`config.mk`:
```
export PLATFORM = sky130hd
export DESIGN_NAME = load_store_unit
export DESIGN_NICKNAME = d
export VERILOG_FILES = /design/src/rtl/load_store_unit.sv
export SDC_FILE = /design/constraint.sdc
export NUM_CORES = 1
export LEC_CHECK = 0
export CAP_MARGIN = 15
export CORE_MARGIN = 2
export CORE_UTILIZATION = 30
export CTS_CLUSTER_DIAMETER = 150
export DETAILED_ROUTE_END_ITERATION = 6
export SLEW_MARGIN = 20
export SYNTH_ARGS = -nofsm -noshare
export SYNTH_HDL_FRONTEND = slang
export SYNTH_SLANG_ARGS = --single-unit
```
`constraint.sdc`:
```
create_clock -name clk -period 2.6 [get_ports clk]
set_clock_uncertainty 0.1 [all_clocks]
set_input_delay 0.52 -clock clk [delete_from_list [all_inputs] [get_ports clk]]
set_output_delay 0.52 -clock clk [all_outputs]
set_load 0.02 [all_outputs]
```
`src/rtl/load_store_unit.sv`:
```
// load_store_unit: single-request data-memory initiator with RMW sub-word stores and extended loads.
// Optional LSU_MISALIGN_CHECK_EN turns misaligned H/W accesses into errors instead of forcing alignment.
module load_store_unit #(
    parameter int MEM_BYTES = 1024
) (
    input  logic        clk,
    input  logic        rst_n,
    input  logic        req_valid,
    output logic        req_ready,
    input  logic        req_write,
    input  logic [2:0]  req_funct3,
    input  logic [31:0] req_addr,
    input  logic [31:0] req_wdata,
    output logic        resp_valid,
    output logic [31:0] resp_rdata,
    output logic        resp_err,
    output logic [31:0] mem_addr,
    output logic [31:0] mem_write_data,
    output logic        mem_read,
    output logic        mem_write,
    input  logic [31:0] mem_read_data
);
    typedef enum logic [2:0] {IDLE, LOAD, STORE, RMW_RD, RMW_WR, RESP} state_t;
    state_t state, state_nx;
    logic [2:0]  f3_q;
    logic [31:0] addr_q, wdata_q, merged_q;
    logic        accept, illegal, misaligned, out_of_range, err;
    logic [4:0]  shamt;
    logic [31:0] shifted, load_ext, merged, byte_mask;
    logic [7:0]  byte_v;
    logic [15:0] half_v;

    assign accept = req_valid && req_ready;
    assign illegal = (req_funct3 == 3'b011) || (req_funct3[2:1] == 2'b11) || (req_write && req_funct3[2]);
`ifdef LSU_MISALIGN_CHECK_EN
    assign misaligned = (req_funct3[1:0] == 2'b01 && req_addr[0]) ||
                        (req_funct3[1:0] == 2'b10 && req_addr[1:0] != 2'b00);
`else
    assign misaligned = 1'b0;
`endif
    assign out_of_range = req_addr >= 32'(MEM_BYTES);
    assign err = illegal || misaligned || out_of_range;

    // Half lanes use only addr[1], so a misaligned half is implicitly forced to alignment.
    assign shamt     = {addr_q[1:0], 3'b000};
    assign shifted   = mem_read_data >> shamt;
    assign byte_v    = shifted[7:0];
    assign half_v    = addr_q[1] ? mem_read_data[31:16] : mem_read_data[15:0];
    assign load_ext  = f3_q[1] ? mem_read_data :
                       f3_q[0] ? {{16{~f3_q[2] & half_v[15]}}, half_v} :
                                 {{24{~f3_q[2] & byte_v[7]}}, byte_v};
    assign byte_mask = 32'h0000_00ff << shamt;
    assign merged    = f3_q[0] ? (addr_q[1] ? {wdata_q[15:0], mem_read_data[15:0]}
                                            : {mem_read_data[31:16], wdata_q[15:0]}) :
                                 ((mem_read_data & ~byte_mask) | ({24'b0, wdata_q[7:0]} << shamt));

    always_ff @(posedge clk or negedge rst_n) begin
        if (!rst_n) begin
            state      <= IDLE;
            f3_q       <= 3'b000;
            addr_q     <= 32'b0;
            wdata_q    <= 32'b0;
            merged_q   <= 32'b0;
            resp_rdata <= 32'b0;
            resp_err   <= 1'b0;
        end else begin
            state <= state_nx;
            if (accept) begin
                f3_q    <= req_funct3;
                addr_q  <= req_addr;
                wdata_q <= req_wdata;
                if (err) begin
                    resp_err   <= 1'b1;
                    resp_rdata <= 32'b0;
                end
            end
            if (state == LOAD) begin
                resp_rdata <= load_ext;
                resp_err   <= 1'b0;
            end
            if (state == STORE || state == RMW_WR) begin
                resp_rdata <= 32'b0;
                resp_err   <= 1'b0;
            end
            if (state == RMW_RD) merged_q <= merged;
        end
    end

    always_comb begin
        state_nx = state;
        case (state)
            IDLE:    if (accept) state_nx = err ? RESP : !req_write ? LOAD : req_funct3[1] ? STORE : RMW_RD;
            LOAD:    state_nx = RESP;
            STORE:   state_nx = RESP;
            RMW_RD:  state_nx = RMW_WR;
            RMW_WR:  state_nx = RESP;
            RESP:    state_nx = IDLE;
            default: state_nx = IDLE;
        endcase
    end

    always_comb begin
        req_ready      = state == IDLE;
        resp_valid     = state == RESP;
        mem_read       = state == LOAD || state == RMW_RD;
        mem_write      = state == STORE || state == RMW_WR;
        mem_addr       = (mem_read || mem_write) ? {addr_q[31:2], 2'b00} : 32'b0;
        mem_write_data = state == STORE ? wdata_q : state == RMW_WR ? merged_q : 32'b0;
    end
endmodule

```
# Word level (Yosys, flattened, before mapping)
# Index checks and enable logic that the tools add are counted.
# W data, S select, Z words.
[word_totals] ff_bits=135 inputBits=103 out_inout_bits=101 word_cells=59
[op_classes] order_cmp=1 n_eq_ne=8 n_shift=3 n_mux=21 n_bitwise=6 reduce_logical=13
[ops] op="$mux W32" n=11
[ops] op="$and A32 B32 Y32" n=1
[ops] op="$ge A32 B11 Y1 const B" n=1
[ops] op="$not A32 Y32" n=1
[ops] op="$or A32 B32 Y32" n=1
[ops] op="$shl A8 B5 Y32" n=1
[ops] op="$shl A8 B5 Y32 const A" n=1
[ops] op="$shr A32 B5 Y8" n=1
[ops] op="$mux W16" n=1
[ops] op="$eq A3 B2 Y1 const B" n=3
[ops] op="$pmux W3 S3" n=1
[ops] op="$eq A3 B3 Y1 const B" n=2
[ops] op="$logic_or A1 B1 Y1" n=6
[ops] op="$mux W3" n=2
[ops] op="$reduce_bool A3 Y1" n=2
[ops] op="$mux W1" n=5
[ops] op="$eq A3 B1 Y1 const B" n=1
[ops] op="$logic_not A3 Y1" n=1
[ops] op="$reduce_or A3 Y1" n=1
[ops] op="$and A1 B1 Y1" n=2
[ops] op="$eq A2 B2 Y1 const B" n=1
[ops] op="$logic_and A1 B1 Y1" n=2
[ops] op="$mux W2" n=1
[ops] op="$ne A2 B1 Y1 const B" n=1
[ops] op="other kinds (2)" n=2

# Logic depth before layout (Yosys ltp)
# Gate-level depths: netlist of the first run.
[depth] ltp_word=8 depth_mapped=8 mapped_depth_nobuf=5

# Worst setup path before layout of the first run
# OpenSTA, ideal clock, no wires.
[synth_timing] path_type="register -> output" startpoint="register state[2]" endpoint="output port mem_addr[10]" arrival_ns=1.776 t_required_ns=1.980 setup_slack_ns=0.204 stages_incl_launch_ff=7 path_buffers=2 cell_sequence="dfrtp_1 > buf_2 > nor3b_1 > or2_1 > nor2_1 > buf_2 > nor2b_1"
[synth_between] elab_chain_len=4 word_cells_on_any_way=8 classes_between="eq/ne (4); mux (1); reduce/logical (3)"
[synth_rtl] item="from (decl)" line_no="24" source="state_t state, state_nx;"
[synth_rtl] item="from (signal assigned)" line_no="67" source="state <= state_nx;"
[synth_rtl] item="$eq A3 B2 Y1 / $eq A3 B3 Y1 (equally long branches)" line_no="106" source="mem_write = state == STORE || state == RMW_WR;"
[synth_rtl] item="$logic_or A1 B1 Y1 *" line_no="106"
[synth_rtl] item="net mem_write" line_no="20" source="output logic mem_write,"
[synth_rtl] item="$logic_or A1 B1 Y1 *" line_no="107" source="mem_addr = (mem_read || mem_write) ? {addr_q[31:2], 2'b00} : 32'b0;"
[synth_rtl] item="$mux W32 *" line_no="107"
[synth_rtl] item="to (decl)" line_no="17" source="output logic [31:0] mem_addr,"
# The timed path passes the listed nets; every way through them passes the cells marked *.

# Worst setup path after layout of the first run
[layout_timing] startpoint="register state[1]" endpoint="output port mem_addr[3]"
[layout_between] elab_chain_len=4 word_cells_on_any_way=8 classes_between="eq/ne (4); mux (1); reduce/logical (3)"
[layout_rtl] item="$eq A3 B1 Y1, or another cell as far along" line_no="105" source="mem_read = state == LOAD || state == RMW_RD;"
[layout_rtl] item="$logic_or A1 B1 Y1 (on tied branches)" line_no="105, 106"
[layout_rtl] item="$logic_or A1 B1 Y1 *" line_no="107"
[layout_rtl] item="$mux W32 *" line_no="107"
# Mark *: on every way between the ends. The rest lies on a longest branch, timed or not.

==> results of run 1 <==
[cells in the final DEF (no fill, tap or decap), types with 2 or more instances in the layout]
master,instances
a311oi_1,6
clkbuf_2,30
bufinv_16,3
conb_1,2
nor2b_1,46
buf_2,24
mux2i_1,16
a221o_1,8
o21ai_0,55
clkdlybuf4s50_1,136
nor2_1,17
nor2b_4,2
a31oi_1,2
clkinvlp_4,3
nand3_1,3
buf_6,3
o21a_1,2
clkbuf_16,18
dlygate4sd2_1,4
buf_4,26
nand2_1,70
a21oi_1,13
mux2_2,64
dfrtp_1,135
buf_12,8
clkinv_2,3
o22ai_1,10
a21boi_0,8
nand2b_1,3
nor2_4,2
clkbuf_8,4
a22o_1,32
inv_1,5
nor4_1,5
o2bb2ai_1,23
[state kept, by name, indices dropped and copies added (netlist names)]
name        flops
wdata_q        32
f3_q            3
addr_q         32
resp_err        1
state           3
merged_q       32
resp_rdata     32
[through the flow]
| step | worst slack [ns] | util (%) |
|---|---|---|
| after floorplan | 0.2039 | - |
| after detailed placement | 0.1073 | 42.32 |
| after global placement | 0.1335 | 42.32 |
| after CTS | -0.08706 | 44.72 |
| final | 0.05921 | 44.47 |
| after global routing | -0.03392 | 44.47 |
[cells by family after synthesis]
kind of cell | synth area share (%)
compound gates | 17.82
xor+xnor | 0.1347
buf+inv | 3.791
flops | 51.96
mux | 13.90
other cells | 0.05768
simple gates | 12.34
[worst max-delay path: cells and delay by family (launching register included)]
family	cells	cell delay, ns
flip-flops	1	0.41
AND/OR/NAND/NOR	5	0.64
buffers and inverters	3	0.44
[what timing repair did]
item,4_1_cts,5_1_grt
hold endpoints to repair,27,0
buffers inserted,2,1
setup endpoints to repair,63,62
cloned,1,1
pin swaps,1,3
resized for setup,156,72
hold buffers,1,0
[power breakdown]
part	leakage, nW	internal, mW	total [mW]	switching, mW
Sequential	1.55	2.84	3.41	0.564
Clock	0.301	1.61	2.54	0.926
Combinational	2.27	2.77	5.96	3.19
[per-layer routing]
layer / vias to the layer above / wire length (um)
met5: - / 0
met4: 0 / 426
met3: 29 / 1231
met2: 184 / 9825
met1: 2628 / 9666
li1: 2555 / -
[final cells by class]
cell class	count	share of cell area (%)
inverters	6	0.2660
flip-flops and latches	135	35.91
well taps	275	3.657
multi-input cells	409	30.95
clock inverters	11	1.543
clock buffers	21	5.107
repair buffers	234	22.57
[worst paths after layout]
| path | slack, ns | startpoint | cells after the start | end |
|---|---|---|---|---|
| max | 0.06 | state[1] | 8 | mem_addr[3] |
| min | 0.38 | merged_q[7] | 2 | merged_q[7] |
| max reg2reg | 0.45 | state[1] | 6 | wdata_q[9] |
| min reg2reg | 0.38 | merged_q[7] | 2 | merged_q[7] |
| max in group asynchronous | 1.20 | rst_n | 3 | wdata_q[29] |
| min in group asynchronous | 0.44 | rst_n | 2 | resp_rdata[1] |
==> results.txt, run 1 <==
Number of diodes: 0
Most common cell in the netlist: dfrtp_1
Number of synthesized flops with an enable pin: 0
# H-tree levels: 4
Antenna violations before repair: 0
Yosys warns: 0
Core box area: 0.02115 sq mm
Wire per inst: 19.38 um
Clock period minus worst slack: 2.541 ns
HPWL after DPL: 15230 um
Max VDD drop: 0.0006397 V
CTS buffer count: 17
Crit path capture type: output pin
Site row count: 53
Clock Latency Late Sink: 0.42 ns
Status: finished clean
Relative slew slack: 52.69%
Met2 Track Usage GR: 28.37%
Die Ht: 151.2 um
Final Setup Violations: 0
I/O pin count: 204
Proportion of layout cells with a drive suffix above 1: 25.00%
Slew @ Worst Pin: 0.7096 ns
Total negative slack: 0 ns
CP cell instances: nor2_2 -> and2_4 -> or2_4 -> nor2_4 -> buf_6 -> clkbuf_16 -> nor2b_1 -> buf_2
Hold Slack: 0.3810 ns
Vias per cell: 4.946
Area grow syn2layout: 44.71%
Gpl congestion: 0.8268
Crit start category: flip-flop
GRT Util Overall: 18.60%
Initial cell density of the core: 30.73%
CTS tree: done
Die W: 151.2 um
Area after DPL: 0.008952 sq mm
Max clock buf depth: 2
Root Driver: clkbuf_16
Reg clk slew, reported paths: 0.06 ns
Synth cell count leaders: dfrtp_1, nand2_1, mux2_2, o21ai_0, nor2b_1
Detailed-route DRC error count: 0
GR Util met1: 26.39%
Die Area: 0.02286 sq mm
Crit path kind: flip-flop to output pin
Crit-path max cell delay: 0.41 ns
First-pass GRT wire length: 31880 um
Required time of the critical path: 1.98 ns
Syn Area/Cell: 10.93 sq um
Port Buffers: 201
Final hold vios: 0
Post-route ant nets: 0
Max Clock Freq: 0.3936 GHz
Router iterations before antenna repair: 5
Via count: 5396
Most used DFF post-synth: dfrtp_1
Cells after Synth: 595
Final instance area: 0.009408 sq mm
Worst path arrival time: 1.92 ns
Post-Layout Cell Count: 1091
# fillers: 2051
Mapped Area: 0.006501 sq mm
Max Cap Violations: 0
Clk sinks: 135
Fin. max-slew vios: 0
Multi-input gate area: 0.002912 sq mm
Pwr dens: 1265 mW/mm^2
Grt ovf: 0
FFs w/ async S/R, synth: 100.0%
Pin count of the biggest net entering global routing: 72
Synth top area share: 51.96%
Register area: 0.003378 sq mm
Worst min-delay path category: flip-flop to flip-flop
Synth area leaders: dfrtp_1, mux2_2, nor2b_1, a22o_1, o21ai_0
Fin nets: 906
Global route hottest layer: met2
Initial DRC count: 272
Slowest cell on crit path: dfrtp_1
Sequential share of the synthesized area: 51.96%
Flops & latches, synth: 135
Grt met3 use: 3.524%
RSZ-0062 raised after global routing: true
Largest area contributor in the netlist: dfrtp_1
Pwr Total: 11.90 mW
Vias in the first global route: 5400
Netlist cell types: 45
Dpl cells: 1053
Worst Path Max Fanout: 7
Drt total wl: 21150 um
Final period util: 97.72%
LEAKAGE: 4.117 nW
Power figures use the tool's default switching activity.
==> inputs of run 2 (changes only) <==
Settings changed: MAX_ROUTING_LAYER set to met4.
==> run 2 against run 1 <==
Compared with the run above: worst setup slack better by 0.00078 ns; sequential share of layout area stayed put; largest power group unchanged; critical path depth is 1 lower; sequential power hardly changed.
==> results.txt, run 2 (synthesized netlist as in run 1, its figures left out) <==
Antenna violations before repair: 0
Final period util: 97.69%
Clock Latency Late Sink: 0.42 ns
Register share of total power: 28.6%
Sw Share: 39.33%
Reg clk slew, reported paths: 0.06 ns
Drt total wl: 21150 um
Required time of the critical path: 1.98 ns
# H-tree levels: 4
Area after DPL: 0.008952 sq mm
Die W: 151.2 um
Relative slew slack: 54.01%
Slew @ Worst Pin: 0.6898 ns
Comb power frac: 50.1%
Worst min-delay path category: flip-flop to flip-flop
Crit start category: flip-flop
Pwr Total: 11.91 mW
HPWL after DPL: 15230 um
Fin. max-slew vios: 0
Root Driver: clkbuf_16
RSZ-0062 raised after global routing: true
Fin nets: 906
Final instance area: 0.009408 sq mm
I/O pin count: 204
Pint: 7.224 mW
Max Cap Violations: 0
CTS tree: done
Number of diodes: 0
Vias in the first global route: 5408
Max clock buf depth: 2
Commonest cells after routing, fill and taps aside: clkdlybuf4s50_1, dfrtp_1, nand2_1
Clk sinks: 135
Status: finished clean
Final Setup Violations: 0
Slowest cell on crit path: dfrtp_1
Worst Path Max Fanout: 15
Clock period minus worst slack: 2.540 ns
Wire per inst: 19.38 um
NetSw: 4.684 mW
Crit path launch: state[1]
Site row count: 53
LEAKAGE: 4.117 nW
Area grow syn2layout: 44.71%
Grt ovf: 0
Final hold vios: 0
Gpl congestion: 0.8393
Crit path capture type: output pin
Router iterations before antenna repair: 5
Vias per cell: 4.989
Proportion of layout cells with a drive suffix above 1: 25.00%
Crit path kind: flip-flop to output pin
Post-route ant nets: 0
Port Buffers: 201
Via count: 5443
Detailed-route DRC error count: 0
First-pass GRT wire length: 31860 um
Core box area: 0.02115 sq mm
Die Area: 0.02286 sq mm
Reg-to-Reg Start: state[1]
Initial cell density of the core: 30.73%
Crit-path max cell delay: 0.41 ns
CP cell instances: nor2_2 -> and2_4 -> or2_4 -> nor2_4 -> bufbuf_16 -> nor2b_1 -> buf_2
Initial DRC count: 315
Worst path arrival time: 1.92 ns
Pin count of the biggest net entering global routing: 72
Hold wc startpoint: merged_q[7]
Commonest non-fill, non-tap cell in the layout: clkdlybuf4s50_1
GRT Util Overall: 19.18%
Max VDD drop: 0.0006476 V
CTS buffer count: 17
Clock Power Share: 21.3%
Die Ht: 151.2 um
Pwr dens: 1266 mW/mm^2
Max Clock Freq: 0.3937 GHz
-- run 2: cell counts in the layout (fill, tap and decap cells not counted) --
Identical to the previous run, type by type.
-- run 2: cell type report --
class / count / area, sq um
inverter: 6 / 25.02
sequential: 135 / 3378
timing repair buffer: 234 / 2123
fill: 2051 / 11750
tap: 275 / 344.1
clock buffer: 21 / 480.5
multi-input combinational: 409 / 2912
clock inverter: 11 / 145.1
-- run 2: stage by stage --
stage / setup TNS, ns / utilization [%] / hold slack, ns / setup WS [ns] / cells
after floorplan: 0 / - / 0.1244 / 0.2039 / 596
after global placement: 0 / 42.32 / 0.3151 / 0.1335 / 1053
after detailed placement: 0 / 42.32 / 0.3153 / 0.1073 / 1053
after CTS: -0.1134 / 44.72 / 0.3836 / -0.08706 / 1089
after global routing: -0.4914 / 44.47 / 0.4081 / -0.03297 / 1091
final: 0 / 44.47 / 0.3815 / 0.05998 / 1091
-- run 2: what timing repair did --
item                                    4_1_cts  5_1_grt
setup buffers                                 2        1
resized for setup                           156       72
hold buffers                                  1        0
endpoints found under the hold margin        27        0
cloned                                        1        1
endpoints found under the setup margin       63       62
pin swaps                                     1        3
-- run 2: metal layers --
metal  track usage, %  wire length, um  vias to the layer above
met5                -                0                        -
met4            7.243              492                        0
met3            2.952             1030                       35
met2            28.19             9666                      197
met1            26.73             9957                     2654
li1                 -                -                     2557
-- run 2: power by group through the flow --
stage               Clock, mW  Combinational (mW)  Sequential, mW
floorplan                   0                3.55            3.41
global placement            0                6.15            3.43
detailed placement          0                6.18            3.43
CTS                      2.60                5.91            3.41
global route             2.70                6.42            3.52
finish                   2.54                5.96            3.41
-- run 2: final timing paths --
check / cells after the start / end / slack, ns
setup / recovery: 7 / mem_addr[20] / 0.06
hold / removal: 2 / merged_q[7] / 0.38
setup reg to reg: 6 / wdata_q[9] / 0.44
hold reg to reg: 2 / merged_q[7] / 0.38
max in group asynchronous: 3 / wdata_q[29] / 1.19
min in group asynchronous: 2 / resp_rdata[1] / 0.43
-- run 2: worst max-delay path: cells and delay by family (launching register included) --
| kind | cells | cell delay, ns |
|---|---|---|
| simple gates | 5 | 0.64 |
| buf+inv | 2 | 0.44 |
| flops | 1 | 0.41 |
